**config.mk**
```make
export PLATFORM = sky130hd
export DESIGN_NAME = csr_trap_unit
export DESIGN_NICKNAME = d
export VERILOG_FILES = /design/src/rtl/csr_pkg.sv /design/src/rtl/csr_trap_unit_counter64.sv /design/src/rtl/csr_trap_unit.sv
export SDC_FILE = /design/constraint.sdc
export NUM_CORES = 1
export LEC_CHECK = 0
export ABC_AREA = 1
export CAP_MARGIN = 10
export CORE_MARGIN = 5
export CORE_UTILIZATION = 38
export DETAILED_ROUTE_END_ITERATION = 6
export MAX_ROUTING_LAYER = met4
export PLACE_DENSITY = 0.67
export SLEW_MARGIN = 10
export SYNTH_ARGS = -nofsm -noshare
export SYNTH_HDL_FRONTEND = slang
export SYNTH_SLANG_ARGS = --single-unit
```
**constraint.sdc**
```tcl
create_clock -name clk -period 3.2 [get_ports clk]
set_input_delay 0.96 -clock clk [delete_from_list [all_inputs] [get_ports clk]]
set_output_delay 0.96 -clock clk [all_outputs]
set_load 0.005 [all_outputs]
```
**src/rtl/csr_pkg.sv**
```systemverilog
// csr_pkg: CSR addresses, interrupt cause codes, mstatus bit positions, CSR op encodings, trap FSM states
package csr_pkg;
  localparam logic [11:0] CSR_MSTATUS   = 12'h300;
  localparam logic [11:0] CSR_MIE       = 12'h304;
  localparam logic [11:0] CSR_MTVEC     = 12'h305;
  localparam logic [11:0] CSR_MSCRATCH  = 12'h340;
  localparam logic [11:0] CSR_MEPC      = 12'h341;
  localparam logic [11:0] CSR_MCAUSE    = 12'h342;
  localparam logic [11:0] CSR_MIP       = 12'h344;
  localparam logic [11:0] CSR_MCYCLE    = 12'hB00;
  localparam logic [11:0] CSR_MINSTRET  = 12'hB02;
  localparam logic [11:0] CSR_MCYCLEH   = 12'hB80;
  localparam logic [11:0] CSR_MINSTRETH = 12'hB82;
  localparam logic [3:0] CAUSE_MSI = 4'd3;
  localparam logic [3:0] CAUSE_MTI = 4'd7;
  localparam logic [3:0] CAUSE_MEI = 4'd11;
  localparam int MSTATUS_MIE  = 3;
  localparam int MSTATUS_MPIE = 7;
  localparam logic [1:0] OP_RW = 2'b01;
  localparam logic [1:0] OP_RS = 2'b10;
  localparam logic [1:0] OP_RC = 2'b11;
  typedef enum logic {RUN, FLUSH} state_t;
endpackage

```
**src/rtl/csr_trap_unit_counter64.sv**
```systemverilog
// csr_counter64: 64-bit free-running counter with independent 32-bit half writes (built only with CSR_COUNTERS_EN)
//   clk, reset            : clock, synchronous active-high reset
//   i_inc                 : add one this cycle
//   i_we_lo / i_we_hi     : load i_wdata into the low / high half (overrides the increment for that half)
//   o_value               : current count
`ifdef CSR_COUNTERS_EN
module csr_counter64 (
  input  logic        clk,
  input  logic        reset,
  input  logic        i_inc,
  input  logic        i_we_lo,
  input  logic        i_we_hi,
  input  logic [31:0] i_wdata,
  output logic [63:0] o_value
);
  logic [63:0] r_value;
  logic [63:0] w_next;
  assign w_next  = r_value + {63'b0, i_inc};
  assign o_value = r_value;
  always_ff @(posedge clk) begin
    if (reset) begin
      r_value <= 64'b0;
    end else begin
      r_value[31:0]  <= i_we_lo ? i_wdata : w_next[31:0];
      r_value[63:32] <= i_we_hi ? i_wdata : (i_we_lo ? r_value[63:32] : w_next[63:32]);
    end
  end
endmodule
`endif

```
**src/rtl/csr_trap_unit.sv**
```systemverilog
// csr_trap_unit: machine-mode CSR file and interrupt/MRET trap sequencer at commit
//   inputs : clk, reset, instr_valid, pc, is_csr_instr, is_mret_instr, csr_write, csr_data_sel,
//            func3, csr_addr, rs1_data, zimm, irq_ext, irq_timer, irq_sw
//   outputs: csr_rdata (combinational old value), redirect (registered pulse), redirect_pc, illegal_csr
//   macro  : CSR_COUNTERS_EN adds mcycle/minstret (0xB00/0xB80, 0xB02/0xB82)
module csr_trap_unit
  import csr_pkg::*;
#(
  parameter logic [31:0] MTVEC_RESET  = 32'h0000_0000,
  parameter int          FLUSH_CYCLES = 2
) (
  input  logic        clk,
  input  logic        reset,
  input  logic        instr_valid,
  input  logic [31:0] pc,
  input  logic        is_csr_instr,
  input  logic        is_mret_instr,
  input  logic        csr_write,
  input  logic        csr_data_sel,
  input  logic [2:0]  func3,
  input  logic [11:0] csr_addr,
  input  logic [31:0] rs1_data,
  input  logic [4:0]  zimm,
  input  logic        irq_ext,
  input  logic        irq_timer,
  input  logic        irq_sw,
  output logic [31:0] csr_rdata,
  output logic        redirect,
  output logic [31:0] redirect_pc,
  output logic        illegal_csr
);
  state_t      r_state;
  logic [2:0]  r_cnt;
  logic        r_mie_bit, r_mpie, r_redirect;
  logic [31:0] r_mie, r_mtvec, r_mscratch, r_mepc, r_mcause, r_mip, r_redirect_pc;
  logic [31:0] w_src, w_new, w_mstatus, w_pend_bits, w_base, w_vec;
  logic [3:0]  w_code;
  logic        w_int_pend, w_trap, w_mret, w_we, w_known, w_unused;
  assign w_unused    = func3[2];
  assign w_mstatus   = {19'b0, 2'b11, 3'b0, r_mpie, 3'b0, r_mie_bit, 3'b0};
  assign w_pend_bits = r_mie & r_mip;
  assign w_int_pend  = r_mie_bit & |w_pend_bits;
  assign w_code      = w_pend_bits[11] ? CAUSE_MEI : (w_pend_bits[3] ? CAUSE_MSI : CAUSE_MTI);
  assign w_trap      = (r_state == RUN) && w_int_pend && instr_valid && (r_cnt == 3'd0);
  assign w_mret      = (r_state == RUN) && instr_valid && is_mret_instr && !w_trap;
  assign w_base      = {r_mtvec[31:2], 2'b00};
  assign w_vec       = r_mtvec[0] ? w_base + {26'b0, w_code, 2'b00} : w_base;
  assign w_src       = csr_data_sel ? {27'b0, zimm} : rs1_data;
  assign w_new       = func3[1:0] == OP_RW ? w_src : (func3[1:0] == OP_RS ? csr_rdata | w_src : csr_rdata & ~w_src);
  // set/clear with a zero source is a pure read
  assign w_we        = instr_valid & is_csr_instr & csr_write & !w_trap &
                       ((func3[1:0] == OP_RW) | ((func3[1:0] != 2'b00) & |w_src));
  assign illegal_csr = is_csr_instr & instr_valid & !w_known;
  assign redirect    = r_redirect;
  assign redirect_pc = r_redirect_pc;
`ifdef CSR_COUNTERS_EN
  logic [63:0] w_mcycle, w_minstret;
  csr_counter64 u_mcycle (
    .clk(clk), .reset(reset), .i_inc(1'b1),
    .i_we_lo(w_we && csr_addr == CSR_MCYCLE), .i_we_hi(w_we && csr_addr == CSR_MCYCLEH),
    .i_wdata(w_new), .o_value(w_mcycle)
  );
  csr_counter64 u_minstret (
    .clk(clk), .reset(reset), .i_inc(instr_valid & !w_trap),
    .i_we_lo(w_we && csr_addr == CSR_MINSTRET), .i_we_hi(w_we && csr_addr == CSR_MINSTRETH),
    .i_wdata(w_new), .o_value(w_minstret)
  );
`endif
  always_comb begin
    csr_rdata = 32'h0;
    w_known   = 1'b1;
    case (csr_addr)
      CSR_MSTATUS:   csr_rdata = w_mstatus;
      CSR_MIE:       csr_rdata = r_mie;
      CSR_MTVEC:     csr_rdata = r_mtvec;
      CSR_MSCRATCH:  csr_rdata = r_mscratch;
      CSR_MEPC:      csr_rdata = r_mepc;
      CSR_MCAUSE:    csr_rdata = r_mcause;
      CSR_MIP:       csr_rdata = r_mip;
`ifdef CSR_COUNTERS_EN
      CSR_MCYCLE:    csr_rdata = w_mcycle[31:0];
      CSR_MCYCLEH:   csr_rdata = w_mcycle[63:32];
      CSR_MINSTRET:  csr_rdata = w_minstret[31:0];
      CSR_MINSTRETH: csr_rdata = w_minstret[63:32];
`else
      CSR_MCYCLE, CSR_MCYCLEH, CSR_MINSTRET, CSR_MINSTRETH: csr_rdata = 32'h0;
`endif
      default:       w_known = 1'b0;
    endcase
  end
  always_ff @(posedge clk) begin
    if (reset) begin
      r_state       <= RUN;
      r_cnt         <= 3'd0;
      r_mie_bit     <= 1'b0;
      r_mpie        <= 1'b0;
      r_mie         <= 32'h0;
      r_mtvec       <= MTVEC_RESET;
      r_mscratch    <= 32'h0;
      r_mepc        <= 32'h0;
      r_mcause      <= 32'h0;
      r_mip         <= 32'h0;
      r_redirect    <= 1'b0;
      r_redirect_pc <= 32'h0;
    end else begin
      r_mip      <= {20'b0, irq_ext, 3'b0, irq_timer, 3'b0, irq_sw, 3'b0};
      r_redirect <= w_trap | w_mret;
      if (w_trap) r_redirect_pc <= w_vec;
      else if (w_mret) r_redirect_pc <= r_mepc;
      if (w_we) begin
        case (csr_addr)
          CSR_MSTATUS: begin
            r_mie_bit <= w_new[MSTATUS_MIE];
            r_mpie    <= w_new[MSTATUS_MPIE];
          end
          CSR_MIE:      r_mie      <= w_new & 32'h0000_0888;
          CSR_MTVEC:    r_mtvec    <= w_new & ~32'h2;
          CSR_MSCRATCH: r_mscratch <= w_new;
          CSR_MEPC:     r_mepc     <= {w_new[31:2], 2'b00};
          CSR_MCAUSE:   r_mcause   <= w_new;
          default: ;
        endcase
      end
      if (w_trap) begin
        r_mepc    <= {pc[31:2], 2'b00};
        r_mcause  <= {1'b1, 27'b0, w_code};
        r_mpie    <= r_mie_bit;
        r_mie_bit <= 1'b0;
      end else if (w_mret) begin
        r_mie_bit <= r_mpie;
        r_mpie    <= 1'b1;
      end
      if (w_trap | w_mret) begin
        r_state <= FLUSH;
        r_cnt   <= 3'(FLUSH_CYCLES - 1);
      end else if (r_state == FLUSH) begin
        if (r_cnt == 3'd0) r_state <= RUN;
        else r_cnt <= r_cnt - 3'd1;
      end
    end
  end
endmodule

```
# After elaboration in Yosys (flattened, before gate mapping)
# Cells that the tools add are included.
# totals
register_bits,199
latchBits,0
ram_bits,0
romBits,0
inputBits,94
word_cells,109
memories,0
# classes
addsub,2
mul,0
div,0
order_cmp,0
n_eq_ne,14
shift,0
muxes,29
bitwise_logic,15
n_reduce_logical,34
# op_table
cell,count
2-to-1 mux 32 bit,12
one-hot mux 32 bit (7 select lines),1
"equality test 12 x 10 -> 1 bit, second input constant",7
OR reduction 32 bit,2
"equality test 12 bit, second input constant",4
adder 32 x 6 -> 32 bit,1
AND 12 x 32 -> 32 bit,1
AND 32 bit,1
inverter 32 bit,1
OR 32 bit,1
AND reduction 2 bit,10
nonzero test 2 bit,8
2-to-1 mux 1 bit,14
OR reduction 11 bit,1
AND 1 bit,7
logical AND 1 bit,6
nonzero test 3 bit,2
2-to-1 mux 4 bit,1
OR reduction 2 bit,2
zero test 3 bit,1
2-to-1 mux 3 bit,1
"subtractor 3 x 1 -> 3 bit, second input constant",1
"equality test 2 x 1 -> 1 bit, second input constant",1
"equality test 2 bit, second input constant",1
other kinds (4),7

# Logic depth before layout (Yosys ltp)
# logic_depth
word_depth,12
depth_mapped,16

# Least setup slack after synthesis
# Ideal clock, no wire load.
# synth_timing
path_type,input to output
from,input port csr_addr[5]
to,output port csr_rdata[13]
arrival_ps,1998
t_required_ps,2240
path_slack_ps,242
cell_stages,7
path_cell_list,nor2_2 nand3_1 nor2_4 nand2_1 clkbuf_1 o21ai_0 or2_2
# synth_between
elab_chain_len,2
word_cells_on_any_way,8
classes_between,7 x eq/ne; 1 x mux
# synth_lines
element,line,rtl
from (decl),csr_trap_unit.sv:21,"input logic [11:0] csr_addr,"
equality test 12 x 10 -> 1 bit,csr_trap_unit.sv:72,case (csr_addr)
one-hot mux 32 bit (7 select lines) *,csr_trap_unit.sv:72,
to (decl),csr_trap_unit.sv:27,"output logic [31:0] csr_rdata,"
# Mark *: on every way between the ends. The rest lies on a longest branch, timed or not.

# Worst setup path in the final report
# layout_timing
from,input port csr_addr[8]
to,output port illegal_csr
# layout_between
elab_chain_len,5
word_cells_on_any_way,15
classes_between,11 x eq/ne; 1 x mux; 1 x bitwise; 2 x reduce/logical
# layout_lines
element,line,rtl
equality test 12 x 10 -> 1 bit / equality test 12 bit (equally long branches),csr_trap_unit.sv:72,
OR reduction 11 bit (no line) *,-,
2-to-1 mux 1 bit *,csr_trap_unit.sv:72,
zero test 1 bit *,csr_trap_unit.sv:53,assign illegal_csr = is_csr_instr & instr_valid & !w_known;
AND 1 bit *,csr_trap_unit.sv:53,
to (decl),csr_trap_unit.sv:30,output logic illegal_csr
# Marked as above.

==> Implementation_results.wiki <==
{| class="wikitable"
! Metric !! Value
|-
| Worst setup slack after layout || -0.163 ns
|-
| Worst setup EP type || primary output
|-
| Final number of hold-violating endpoints || 0
|-
| I/O pin cnt || 160
|-
| Leakage Power || 6.91 nW
|-
| CTS buffer count || 17
|-
| Synthesized netlist cell count || between 1500 and 2000
|-
| Critical R2R Launch || r_mip[3]
|-
| Max FO, Critical Path || 7
|-
| Synth top area share || 0.342
|-
| Post-CTS Hold Fix Bufs || 0
|-
| Post-layout net count || between 1500 and 2000
|-
| Worst skew pair latency || 0.43 ns
|-
| Result of the run || finished, violations left
|-
| Initial antenna violation count || 0
|-
| Number of violations of the max-capacitance limit || 0
|-
| Core ar. || 0.0253 mm^2
|-
| HP Start || r_mcause[21]
|-
| Detail Route met2 WL || 16.3 mm
|-
| Full die area || between 0.02 and 0.03 mm^2
|-
| End of the worst hold path || r_mcause[21]
|-
| Data arrival time at the worst-slack endpoint || 2.40 ns
|-
| FF-to-FF path depth || 13
|-
| Standard-cell rows || 58
|-
| Number of inserted diodes || 0
|-
| Max Slew Vio Count || 0
|-
| RSZ-0062 raised after global routing || yes
|-
| Worst voltage drop across the vdd grid || ~0.3 mV
|-
| Root Driver || sky130_fd_sc_hd__clkbuf_16
|-
| Crit-path most repeated cell || sky130_fd_sc_hd__buf_6
|-
| Clk buf depth || 2
|-
| Dpl hpwl || 27.9 mm
|-
| Number of DRC violations after detailed routing || 0
|-
| Syn_area_per_cell || 6.17 um^2
|-
| Layout Skew || ~0.011 ns
|-
| Yosys warning total || 0
|-
| # setup viols final || 28
|-
| Async set or reset register ratio after synthesis || 0
|-
| Biggest area consumer among synthesized cells || sky130_fd_sc_hd__dfxtp_1
|-
| Topmost layer with routed signal wires || met4
|-
| CTS tree || built
|-
| Die outline height || 171 um
|-
| Worst EP required || approximately 2.2 ns
|-
| Initial core utilization || 0.388
|-
| Die boundary width || around 170 um
|-
| Setup crit start kind || input port
|-
| Sequential-to-total area share from yosys stat || 0.342
|-
| Power Dens Cells || 333 mW/mm^2
|-
| Total number of clock tree sinks || 168
|-
| Post-synth top cells || sky130_fd_sc_hd__nand2_1 (375), sky130_fd_sc_hd__nor2_1 (303), sky130_fd_sc_hd__dfxtp_1 (168), sky130_fd_sc_hd__nand3_1 (168), sky130_fd_sc_hd__o21ai_0 (147)
|-
| Total wire length after detailed routing || 38.4 mm
|-
| Average vias per placed instance || 5.25
|-
| Setup TNS Final || -1.75 ns
|-
| Total global routing track utilization || 0.265
|-
| Setup Crit Path Kind || input port to primary output
|-
| Htree depth || 4
|-
| Most common flop cell mapped by yosys || sky130_fd_sc_hd__dfxtp_1
|-
| Fmax || 297 MHz
|-
| Starting DRT DRC Count || roughly 1300
|-
| Vias post-DR || 11600
|-
| IO Port Bufs || 154
|-
| Final critical-path required period || 3.36 ns
|-
| Delay contributed by the slowest stage of the critical path || between 0.3 and 0.4 ns
|-
| WL/cell || 17.5 um
|-
| Total length of routed met3 wires || 3.28 mm
|-
| Clock input transition at the sequential cells of the worst setup and hold paths || 0.07 ns
|-
| Post-route met1 wirelength || 18.3 mm
|-
| Worst-margin pin slew || 0.703 ns
|-
| Final worst path period share || 1.05
|-
| Total area of multi-input combinational cells || 0.00615 mm^2
|-
| Register bit count reported by yosys || 168
|-
| Slowest stage cell on the critical path || sky130_fd_sc_hd__nor4_1
|-
| Vias in the first global route || approximately 11000
|-
| Layout Area Growth over Synthesis || 47.1%
|-
| GRT Residual Overflow || 0
|-
| Worst hold path depth || 2
|-
| Number of distinct library cells after synthesis || 40
|-
| Relative slew slack || 0.530
|-
| Kind of path behind the tightest hold check || register to register
|-
| Violations in the final reports || negative setup slack
|-
| Residual antenna-violating net count after detailed routing || 0
|-
| Largest net degree at the start of global routing || 86
|-
| Post-synth design cell area || 0.00982 mm^2
|-
| Drt pass-1 iters || 6
|-
| Filler cell count || about 2400
|-
| Hold slack || 0.450 ns
|-
| Chain of cells forming the critical path || buf_6, nand2_2, inv_2, nand2_4, nor2_4, buf_8, buf_6, buf_6, buf_6, o21ai_2, o21ai_1, nor4_1, buf_2
|-
| Share of final-layout standard cells stronger than drive strength 1 || 0.218
|-
| Top post-synthesis cells by area || sky130_fd_sc_hd__dfxtp_1 (34%), sky130_fd_sc_hd__nand2_1 (14%), sky130_fd_sc_hd__nor2_1 (12%)
|-
| Cell with the most instances after synthesis || sky130_fd_sc_hd__nand2_1
|-
| Sequential cell area || 0.00336 mm^2
|-
| R2r setup slk || 0.64 ns
|-
| First-pass GRT wire length || 59.3 mm
|-
| Global placer's final weighted congestion || 0.920
|-
| Capturing point of the worst reg2reg path || redirect_pc[27]
|-
| Count of flip-flops with a built-in enable after synthesis || 0
|}
[layout by cell type (no fill, tap or decap), types with 8 or more instances in the layout]
master	count
sky130_fd_sc_hd__or2_4	15
sky130_fd_sc_hd__o21ai_4	10
sky130_fd_sc_hd__inv_2	11
sky130_fd_sc_hd__nor3_1	12
sky130_fd_sc_hd__buf_12	25
sky130_fd_sc_hd__buf_8	8
sky130_fd_sc_hd__xor2_1	10
sky130_fd_sc_hd__o21ai_2	12
sky130_fd_sc_hd__buf_6	42
sky130_fd_sc_hd__nor2_4	17
sky130_fd_sc_hd__inv_1	123
sky130_fd_sc_hd__nand3_2	21
sky130_fd_sc_hd__nor2_1	287
sky130_fd_sc_hd__nand2_2	23
sky130_fd_sc_hd__o21ai_1	14
sky130_fd_sc_hd__a21oi_1	36
sky130_fd_sc_hd__nand4_1	15
sky130_fd_sc_hd__nand2_1	343
sky130_fd_sc_hd__clkbuf_16	17
sky130_fd_sc_hd__a31oi_1	15
sky130_fd_sc_hd__nand3_1	149
sky130_fd_sc_hd__buf_4	125
sky130_fd_sc_hd__o21bai_1	23
sky130_fd_sc_hd__buf_2	23
sky130_fd_sc_hd__dfxtp_1	168
sky130_fd_sc_hd__clkdlybuf4s50_1	109
sky130_fd_sc_hd__nand2_4	11
sky130_fd_sc_hd__o21ai_0	121
[stage by stage]
stage	cells	total power [mW]	instance area (um^2)	setup WS (ns)	util
final	2200	4.81	14400	-0.163	0.570
after global routing	2200	4.93	14400	-0.211	0.570
after CTS	2200	4.81	14100	-0.149	0.558
after detailed placement	2126	2.60	12600	-0.981	0.498
after global placement	2126	2.59	12600	-0.955	0.498
after floorplan	1594	2.34	9830	0.242	-
[logic make-up (layout without fill, tap and decap cells)]
logic type	count (synthesis)	count (layout)	synth area share
xor gates and xnor gates	10	10	0.00892
buffers and inverters	231	507	0.101
and+or+nand+nor	920	920	0.395
adders and majority gates	5	5	0.00637
DFF	168	168	0.342
other	1	2	0.000382
AOI/OAI and AO/OA	258	258	0.145
[power by group]
| group | internal [mW] | leakage [nW] | switching, mW |
|---|---|---|---|
| registers | 2.10 | 1.35 | 0.00653 |
| logic | 0.220 | 5.26 | 0.256 |
| clock network | 1.34 | 0.302 | 0.891 |
[cell type report]
type / instances / share of cell area
Clock inverter: 11 / 0.0119
Sequential cell: 168 / 0.233
Multi-Input combinational cell: 1195 / 0.426
Timing Repair Buffer: 336 / 0.231
Tap cell: 330 / 0.0286
Clock buffer: 19 / 0.0314
Inverter: 141 / 0.0386
[metal layers]
layer	track usage	vias up
met5	-	-
met4	0.0573	0
met3	0.0374	43
met2	0.377	545
met1	0.399	5297
li1	-	5671
[worst max-delay path by stage]
stage	from	slack, ns	endpoint
after floorplan	csr_addr[5]	0.24	csr_rdata[13]
after global placement	csr_addr[9]	-0.95	csr_rdata[5]
after detailed placement	csr_addr[9]	-0.98	csr_rdata[5]
after CTS	csr_addr[4]	-0.15	csr_rdata[8]
after global routing	csr_addr[4]	-0.21	csr_rdata[7]
final	csr_addr[8]	-0.16	illegal_csr
[worst max-delay path: cells and delay by family]
kind                   cells  cell delay, ns
buffers and inverters      7            0.82
and+or+nand+nor            4            0.51
AOI/OAI and AO/OA          2            0.12
[state kept, by name (all words and copies together) (netlist names)]
signal / count
r_mcause: 32
r_mscratch: 32
r_mtvec: 31
r_mepc: 30
redirect_pc: 30
r_cnt: 3
r_mie: 3
r_mip: 3
r_mie_bit: 1
r_mpie: 1
r_state: 1
redirect: 1
[timing repair]
action                     4_1_cts  5_1_grt
gates cloned                     6        0
buffers inserted                45       11
hold endpoints to repair         0        0
pin swaps                       48       49
gates resized for setup        361       95
setup endpoints to repair       33       42
(Power assumes the default switching activity.)
